File: src/rtl/button_io_responder_if.sv
// CPU data-bus slice seen by the push-button responder.
// The CPU drives the master side and the responder sits on the slave side.
interface button_io_responder_if #(
  parameter int unsigned ADDR_WIDTH = 32,
  parameter int unsigned DATA_WIDTH = 32
);
  logic [ADDR_WIDTH-1:0] addr;
  logic [DATA_WIDTH-1:0] wrData;
  logic                  wrEn;
  logic                  rdEn;
  logic [DATA_WIDTH-1:0] rdData;
  logic                  rdHit;

  modport master (
    output addr, wrData, wrEn, rdEn,
    input  rdData, rdHit
  );

  modport slave (
    input  addr, wrData, wrEn, rdEn,
    output rdData, rdHit
  );
endinterface

File: src/rtl/button_io_responder.sv
// Memory-mapped push-button responder on the CPU data bus.
// The block decodes a four-word window:
//   0x0 LEVEL  debounced levels {D,U,C}
//   0x4 PRESS  sticky press flags, cleared by reading them
//   0x8 COUNT  8-bit press counters, C in [7:0], U in [15:8], D in [23:16]
//   0xC CTRL   bit0 = capture enable; writing bit1 = 1 clears all counters and flags
// Each raw button passes through a 2-flop synchroniser and then a counting debouncer.
// Read data is registered and appears one cycle after rdEn.
module button_io_responder #(
  parameter int unsigned           ADDR_WIDTH   = 32,
  parameter int unsigned           DATA_WIDTH   = 32,
  parameter logic [ADDR_WIDTH-1:0] BASE_ADDR    = 32'h0000_0100,
  parameter logic [19:0]           DEBOUNCE_CYC = 20'd50000
) (
  input  logic                  clk,
  input  logic                  rst,
  input  logic                  btnC,
  input  logic                  btnU,
  input  logic                  btnD,
  button_io_responder_if.slave  bus
);

  // Debounce counter just wide enough to reach DEBOUNCE_CYC-1.
  localparam int unsigned   CNT_W    = (DEBOUNCE_CYC > 20'd2) ? $clog2(DEBOUNCE_CYC) : 1;
  localparam logic [CNT_W-1:0] DEB_LAST = CNT_W'(DEBOUNCE_CYC - 20'd1);

  localparam logic [1:0] OFF_LEVEL = 2'd0;
  localparam logic [1:0] OFF_PRESS = 2'd1;
  localparam logic [1:0] OFF_COUNT = 2'd2;
  localparam logic [1:0] OFF_CTRL  = 2'd3;

  // Button vector order matches the register bit order {D,U,C}.
  logic [2:0] btn_raw;
  assign btn_raw = {btnD, btnU, btnC};

  // ---------------------------------------------------------------------------
  // Address decode
  // ---------------------------------------------------------------------------
  logic       hit;
  logic [1:0] offset;
  logic       rd_hit;
  logic       rd_press;
  logic       wr_ctrl;
  logic       clr_all;

  assign hit      = (bus.addr[ADDR_WIDTH-1:4] == BASE_ADDR[ADDR_WIDTH-1:4]);
  assign offset   = bus.addr[3:2];
  assign rd_hit   = bus.rdEn & hit;
  assign rd_press = rd_hit & (offset == OFF_PRESS);
  assign wr_ctrl  = bus.wrEn & hit & (offset == OFF_CTRL);
  assign clr_all  = wr_ctrl & bus.wrData[1];

  // Byte-lane bits and unused write-data bits carry no meaning for this block.
  logic unused_bus_bits;
  assign unused_bus_bits = ^{bus.addr[1:0], bus.wrData[DATA_WIDTH-1:2]};

  // ---------------------------------------------------------------------------
  // State
  // ---------------------------------------------------------------------------
  logic [2:0]       sync1_q;
  logic [2:0]       sync2_q;
  logic [2:0]       stable_q, stable_d;
  logic [CNT_W-1:0] deb_q [3];
  logic [CNT_W-1:0] deb_d [3];
  logic [2:0]       flag_q, flag_d;
  logic [7:0]       cnt_q [3];
  logic [7:0]       cnt_d [3];
  logic             en_q, en_d;
  logic [DATA_WIDTH-1:0] rd_data_q, rd_data_d;
  logic             rd_hit_q, rd_hit_d;

  logic [2:0]       rise;
  logic [2:0]       evt;

  // Two-flop synchroniser for the asynchronous button inputs.
  always_ff @(posedge clk or negedge rst) begin
    if (!rst) begin
      sync1_q <= 3'b000;
      sync2_q <= 3'b000;
    end else begin
      sync1_q <= btn_raw;
      sync2_q <= sync1_q;
    end
  end

  // Debouncer: a new level must persist DEBOUNCE_CYC cycles before it is accepted;
  // any return to the stable level restarts the count, so short glitches never pass.
  always_comb begin
    stable_d = stable_q;
    deb_d    = deb_q;
    for (int i = 0; i < 3; i++) begin
      if (sync2_q[i] == stable_q[i]) begin
        deb_d[i] = '0;
      end else if (deb_q[i] == DEB_LAST) begin
        stable_d[i] = sync2_q[i];
        deb_d[i]    = '0;
      end else begin
        deb_d[i] = deb_q[i] + 1'b1;
      end
    end
  end

  // A press is the debounced 0->1 transition, taken in the same cycle the level commits.
  assign rise = stable_d & ~stable_q;
  assign evt  = rise & {3{en_q}};

  // Flags, counters and enable: a counter clear beats a new event, while a new event
  // beats the read-clear of PRESS so a press arriving during the read is never lost.
  always_comb begin
    flag_d = flag_q;
    cnt_d  = cnt_q;
    en_d   = en_q;
    if (wr_ctrl) begin
      en_d = bus.wrData[0];
    end
    if (clr_all) begin
      flag_d = 3'b000;
      for (int i = 0; i < 3; i++) begin
        cnt_d[i] = 8'd0;
      end
    end else begin
      if (rd_press) begin
        flag_d = evt;
      end else begin
        flag_d = flag_q | evt;
      end
      for (int i = 0; i < 3; i++) begin
        cnt_d[i] = cnt_q[i] + {7'd0, evt[i]};
      end
    end
  end

  // Read mux: a hit returns the selected register as it stood before this cycle's write;
  // a miss or an idle cycle returns zero so the top-level mux can OR or select freely.
  always_comb begin
    rd_data_d = '0;
    rd_hit_d  = rd_hit;
    if (rd_hit) begin
      case (offset)
        OFF_LEVEL: rd_data_d = DATA_WIDTH'(stable_q);
        OFF_PRESS: rd_data_d = DATA_WIDTH'(flag_q);
        OFF_COUNT: rd_data_d = DATA_WIDTH'({cnt_q[2], cnt_q[1], cnt_q[0]});
        OFF_CTRL:  rd_data_d = DATA_WIDTH'(en_q);
        default:   rd_data_d = '0;
      endcase
    end
  end

  // State register for debouncers, flags, counters, enable and read port.
  always_ff @(posedge clk or negedge rst) begin
    if (!rst) begin
      stable_q  <= 3'b000;
      flag_q    <= 3'b000;
      en_q      <= 1'b1;
      rd_data_q <= '0;
      rd_hit_q  <= 1'b0;
      for (int i = 0; i < 3; i++) begin
        deb_q[i] <= '0;
        cnt_q[i] <= 8'd0;
      end
    end else begin
      stable_q  <= stable_d;
      flag_q    <= flag_d;
      en_q      <= en_d;
      rd_data_q <= rd_data_d;
      rd_hit_q  <= rd_hit_d;
      for (int i = 0; i < 3; i++) begin
        deb_q[i] <= deb_d[i];
        cnt_q[i] <= cnt_d[i];
      end
    end
  end

  assign bus.rdData = rd_data_q;
  assign bus.rdHit  = rd_hit_q;

endmodule

File: src/flat_wrapper.sv
// flat-port wrapper written by rule: the top's interface ports become plain ports
module button_io_responder_flat 
#(
  parameter int unsigned           ADDR_WIDTH   = 32,
  parameter int unsigned           DATA_WIDTH   = 32,
  parameter logic [ADDR_WIDTH-1:0] BASE_ADDR    = 32'h0000_0100,
  parameter logic [19:0]           DEBOUNCE_CYC = 20'd50000
)
  (clk, rst, btnC, btnU, btnD, bus_addr, bus_wrData, bus_wrEn, bus_rdEn, bus_rdData, bus_rdHit);
  button_io_responder_if #(.ADDR_WIDTH(ADDR_WIDTH), .DATA_WIDTH(DATA_WIDTH)) bus_i ();
  input  logic clk;
  input  logic rst;
  input  logic btnC;
  input  logic btnU;
  input  logic btnD;
  input wire logic [$bits(bus_i.addr)-1:0] bus_addr;
  input wire logic [$bits(bus_i.wrData)-1:0] bus_wrData;
  input wire logic [$bits(bus_i.wrEn)-1:0] bus_wrEn;
  input wire logic [$bits(bus_i.rdEn)-1:0] bus_rdEn;
  output wire logic [$bits(bus_i.rdData)-1:0] bus_rdData;
  output wire logic [$bits(bus_i.rdHit)-1:0] bus_rdHit;
  assign bus_i.addr = bus_addr;
  assign bus_i.wrData = bus_wrData;
  assign bus_i.wrEn = bus_wrEn;
  assign bus_i.rdEn = bus_rdEn;
  assign bus_rdData = bus_i.rdData;
  assign bus_rdHit = bus_i.rdHit;
  button_io_responder #(.ADDR_WIDTH(ADDR_WIDTH), .DATA_WIDTH(DATA_WIDTH), .BASE_ADDR(BASE_ADDR), .DEBOUNCE_CYC(DEBOUNCE_CYC)) u_core (.clk(clk), .rst(rst), .btnC(btnC), .btnU(btnU), .btnD(btnD), .bus(bus_i));
endmodule
File: config.mk
export PLATFORM = sky130hd
export DESIGN_NAME = button_io_responder_flat
export DESIGN_NICKNAME = d
export VERILOG_FILES = /design/src/rtl/button_io_responder_if.sv /design/src/rtl/button_io_responder.sv /design/src/flat_wrapper.sv
export SDC_FILE = /design/constraint.sdc
export NUM_CORES = 1
export LEC_CHECK = 0
export CAP_MARGIN = 20
export CORE_MARGIN = 2
export CORE_UTILIZATION = 46
export CTS_CLUSTER_SIZE = 25
export DETAILED_ROUTE_END_ITERATION = 6
export GPL_TIMING_DRIVEN = 0
export PLACE_DENSITY = 0.76
export SLEW_MARGIN = 0
export SYNTH_ARGS = -nofsm -noshare
export SYNTH_HDL_FRONTEND = slang
export SYNTH_SLANG_ARGS = --single-unit
File: constraint.sdc
create_clock -name clk -period 2.2 [get_ports clk]
set_clock_uncertainty 0.2 [all_clocks]
set_input_delay 0.44 -clock clk [delete_from_list [all_inputs] [get_ports clk]]
set_output_delay 0.44 -clock clk [all_outputs]
set_load 0.02 [all_outputs]
==> key figures <==
Run status
  – Outcome: finished, violations left
  – Failing checks: negative setup slack

Clock tree
  – H-Tree Depth: 3
  – Clock Sinks: 110
  – CTS buffer count: 9
  – Clock-pin slew on the worst setup and hold paths: 0.10 ns
  – Clock buffer depth: 2
  – Clk_lat worst skew: 0.36 ns
  – CTS root buf: clkbuf_8
  – CTS tree: yes

Synthesis
  – Flops & latches, synth: 110
  – Synthesized area: 4964 um^2
  – Yosys top cell area share: 54.95%
  – Asr flop ratio synth: 100.0%
  – Area leader, netlist: dfrtp_1
  – Seq/Total Area, Yosys: 55.48%
  – Number of enable flip-flop cells after synthesis: 0
  – Distinct cells, synth: 41
  – Mapped Avg Cell Area: 10.84 um^2
  – Synth Warn #: 0
  – Mapped Cells: 458
  – Prevailing post-synth register cell: dfrtp_1
  – Dominant cells by area after synthesis: dfrtp_1 (55%), xor2_1 (5.8%), nor2_1 (4.9%)

Timing
  – Final worst slack: -0.1314 ns
  – RSZ-0062 raised after global routing: yes
  – Top achievable clock speed: 0.4289 GHz
  – Worst Max-Slew Pin Slew: 0.6179 ns
  – Count of final max-slew check failures: 0
  – Slew Limit Headroom: 58.81%
  – Hold Slack: 0.1573 ns
  – Setup TNS: -1.111 ns
  – Tcrit/Tclk final: 106.0%
  – Crit path time final: 2.331 ns
  – Final Hold Fails: 0
  – Final setup vio count: 16

Drt
  – Residual DRC: 0
  – Routed WL per cell: 15.09 um
  – First drt pass iteration count: 4
  – Via-to-Cell Ratio: 5.186
  – Vias post-DR: 3734
  – Starting DRT DRC Count: 150
  – Final ANT Viol Nets: 0
  – Final WL: 10860 um

GRT
  – Total gr overflow: 0
  – Total Routing Usage GR: 19.27%
  – Number of global-route vias before repair: 3780
  – First-pass GRT wire length: 17700 um
  – Largest net degree at the start of global routing: 63
  – Initial antenna violation count: 0

Die
  – FP Rows: 37
  – Die Area: 11640 um^2
  – Initial Util: 47.65%
  – Core area: 10420 um^2
  – Die height: 107.9 um
  – Die W: 107.9 um
  – Top-level I/O count: 104

Placement
  – GPL Wtd Cong: 0.8768
  – Post-Place Cell Area: 5862 um^2
  – Number of buffer cells added on primary ports: 62
  – Placed insts: 664
  – Final HPWL DP: 7172 um

Worst hold path
  – Hold Path Class: register to register

Power and ir drop
  – Tot Pwr: 3.537 mW
  – Peak VDD IR: 0.4018 mV
  – LEAKAGE: 2.742 nW
  – Power Density: 530.3 nW/um^2

Cells and area
  – Fillcell total: 813
  – Share of cells above drive strength 1: 24.14%
  – Layout Cells excl Fill: 720
  – Final instance area: 6670 um^2
  – Number of antenna diodes: 0
  – Nets: 659
  – Area grow syn2layout: 34.38%
  – Sequential Area: 2761 um^2
  – Area occupied by multi-input gates: 2406 um^2

Job
  – Max-cap viol count: 0

Worst setup path
  – Req. time, crit path: 2.26 ns
  – Setup crit start kind: register
  – CP delay by family, top: simple AND/OR/NAND/NOR gates
  – Crit-path slowest cell: dfrtp_1
  – Critical path type: register to register
  – CP max stage delay: 0.41 ns
  – CP cell instances: ha_4, and3_4, nand4_1, or3_4, inv_4, ha_4, and3_4, nand3_2, xor2_1, nor2_1
  – CP Capture Type: register
  – Crit-path max FO: 4
  – Crit path DAT: 2.39 ns
  – Buf/Inv on CP: 1
[per-layer routing]
metal | part of all wire (%) | global-route usage [%] | vias up
li1 | - | - | 1793
met1 | 43 | 25.00 | 1857
met2 | 51 | 31.99 | 74
met3 | 4.1 | 4.661 | 10
met4 | 1.4 | 5.952 | 0
met5 | 0 | 0 | -
[kinds of logic after synthesis]
| family | count (synthesis) | share of synthesized area (%) |
|---|---|---|
| AOI/OAI and AO/OA | 18 | 2.017 |
| adders and majority gates | 9 | 2.269 |
| DFF | 110 | 55.48 |
| muxes | 7 | 1.764 |
| other | 1 | 0.07555 |
| xor gates and xnor gates | 60 | 10.59 |
| buffers and inverters | 26 | 2.874 |
| and+or+nand+nor | 227 | 24.93 |
[power breakdown]
group	leakage, nW	internal [mW]	switching, mW
logic	1.26	0.114	0.112
registers	1.38	2.04	0.0178
clock network	0.0976	0.587	0.667
total	2.74	2.74	0.797
[cell usage after synthesis (2+ instances only)]
library cell  number
a21oi_1            8
nor4bb_1           5
buf_6              2
mux2i_1            2
ha_1               9
nor2b_1            2
nor2_1            65
nor4_1            12
nor3_1             9
and2b_1            3
nor4b_1            4
xnor2_1           27
o31ai_1            2
nand2_1           24
o21ai_0            7
nand4_1           18
and4_1             4
and3_1            19
xor2_1            33
buf_4              8
or4_1              2
dfrtp_1          109
or3_1              4
mux2_2             4
nand3_1           25
inv_1              8
and2_1            22
clkbuf_1           8
[worst paths after layout]
check | start | end | slack, ns | cells past startpoint
setup reg to reg | u_core.deb_q[1]$_DFF_PN0_ | u_core.cnt_q[7]$_DFF_PN0_ | -0.13 | 10
hold / removal | u_core.sync1_q[1]$_DFF_PN0_ | u_core.sync2_q[1]$_DFF_PN0_ | 0.16 | 0
min in group asynchronous | rst | u_core.deb_q[40]$_DFF_PN0_ | 0.42 | 2
hold reg to reg | u_core.sync1_q[1]$_DFF_PN0_ | u_core.sync2_q[1]$_DFF_PN0_ | 0.16 | 0
max in group asynchronous | rst | u_core.en_q$_DFFE_PN1N_ | 0.63 | 3
setup / recovery | u_core.deb_q[1]$_DFF_PN0_ | u_core.cnt_q[7]$_DFF_PN0_ | -0.13 | 10
[flip-flops by register name, summed over array words and instances, names as in the netlist, 3 cells and up]
register	flops
u_core.stable_q	3
u_core.bus.rdData	24
u_core.deb_q	48
u_core.cnt_q	24
u_core.flag_q	3
u_core.sync2_q	3
u_core.sync1_q	3
[worst register-to-register path: stages (launching register included)]
cell	delay [ns]
dfrtp_1	0.41
ha_4	0.17
and3_4	0.21
nand4_1	0.13
or3_4	0.38
inv_4	0.09
ha_4	0.13
and3_4	0.23
nand3_2	0.08
xor2_1	0.16
nor2_1	0.06
[through the flow]
| step | setup slack [ns] | util, % |
|---|---|---|
| after floorplan | -0.03652 | - |
| after global placement | -3.514 | 56.04 |
| after detailed placement | -0.6560 | 56.28 |
| after CTS | -0.1861 | 61.93 |
| after global routing | -0.2548 | 64.04 |
| final | -0.1314 | 64.04 |
[repair_timing]
action / CTS / global route
cloned: 0 / 0
pin swaps: 19 / 19
setup endpoints to repair: 48 / 64
gates resized for setup: 38 / 31
hold buffers: 1 / 0
buffers inserted: 29 / 12
endpoints found under the hold margin: 48 / 0
[placed cells by master, fill, tap and decap left out, types with 7 or more instances in the layout]
cell / n
nor4_1: 9
nor2_1: 65
nand3_2: 11
a21oi_1: 8
clkbuf_8: 11
nand2_1: 20
nand4_1: 18
conb_1: 8
and2_1: 22
dfrtp_1: 103
o21ai_0: 7
nand3_1: 15
clkdlybuf4s50_1: 61
and3_1: 13
buf_4: 47
nor3_1: 7
ha_4: 8
xnor2_1: 25
xor2_1: 33
[final cells by class]
class,instances,area share (%)
buffer,16,1.707
clock buffer,11,2.270
clock inverter,5,0.8629
inverter,8,0.5252
multi-input combinational,329,36.07
sequential,110,41.40
tap,136,2.551
timing repair buffer,105,14.61
No activity file was read; power rests on OpenSTA's default activity.
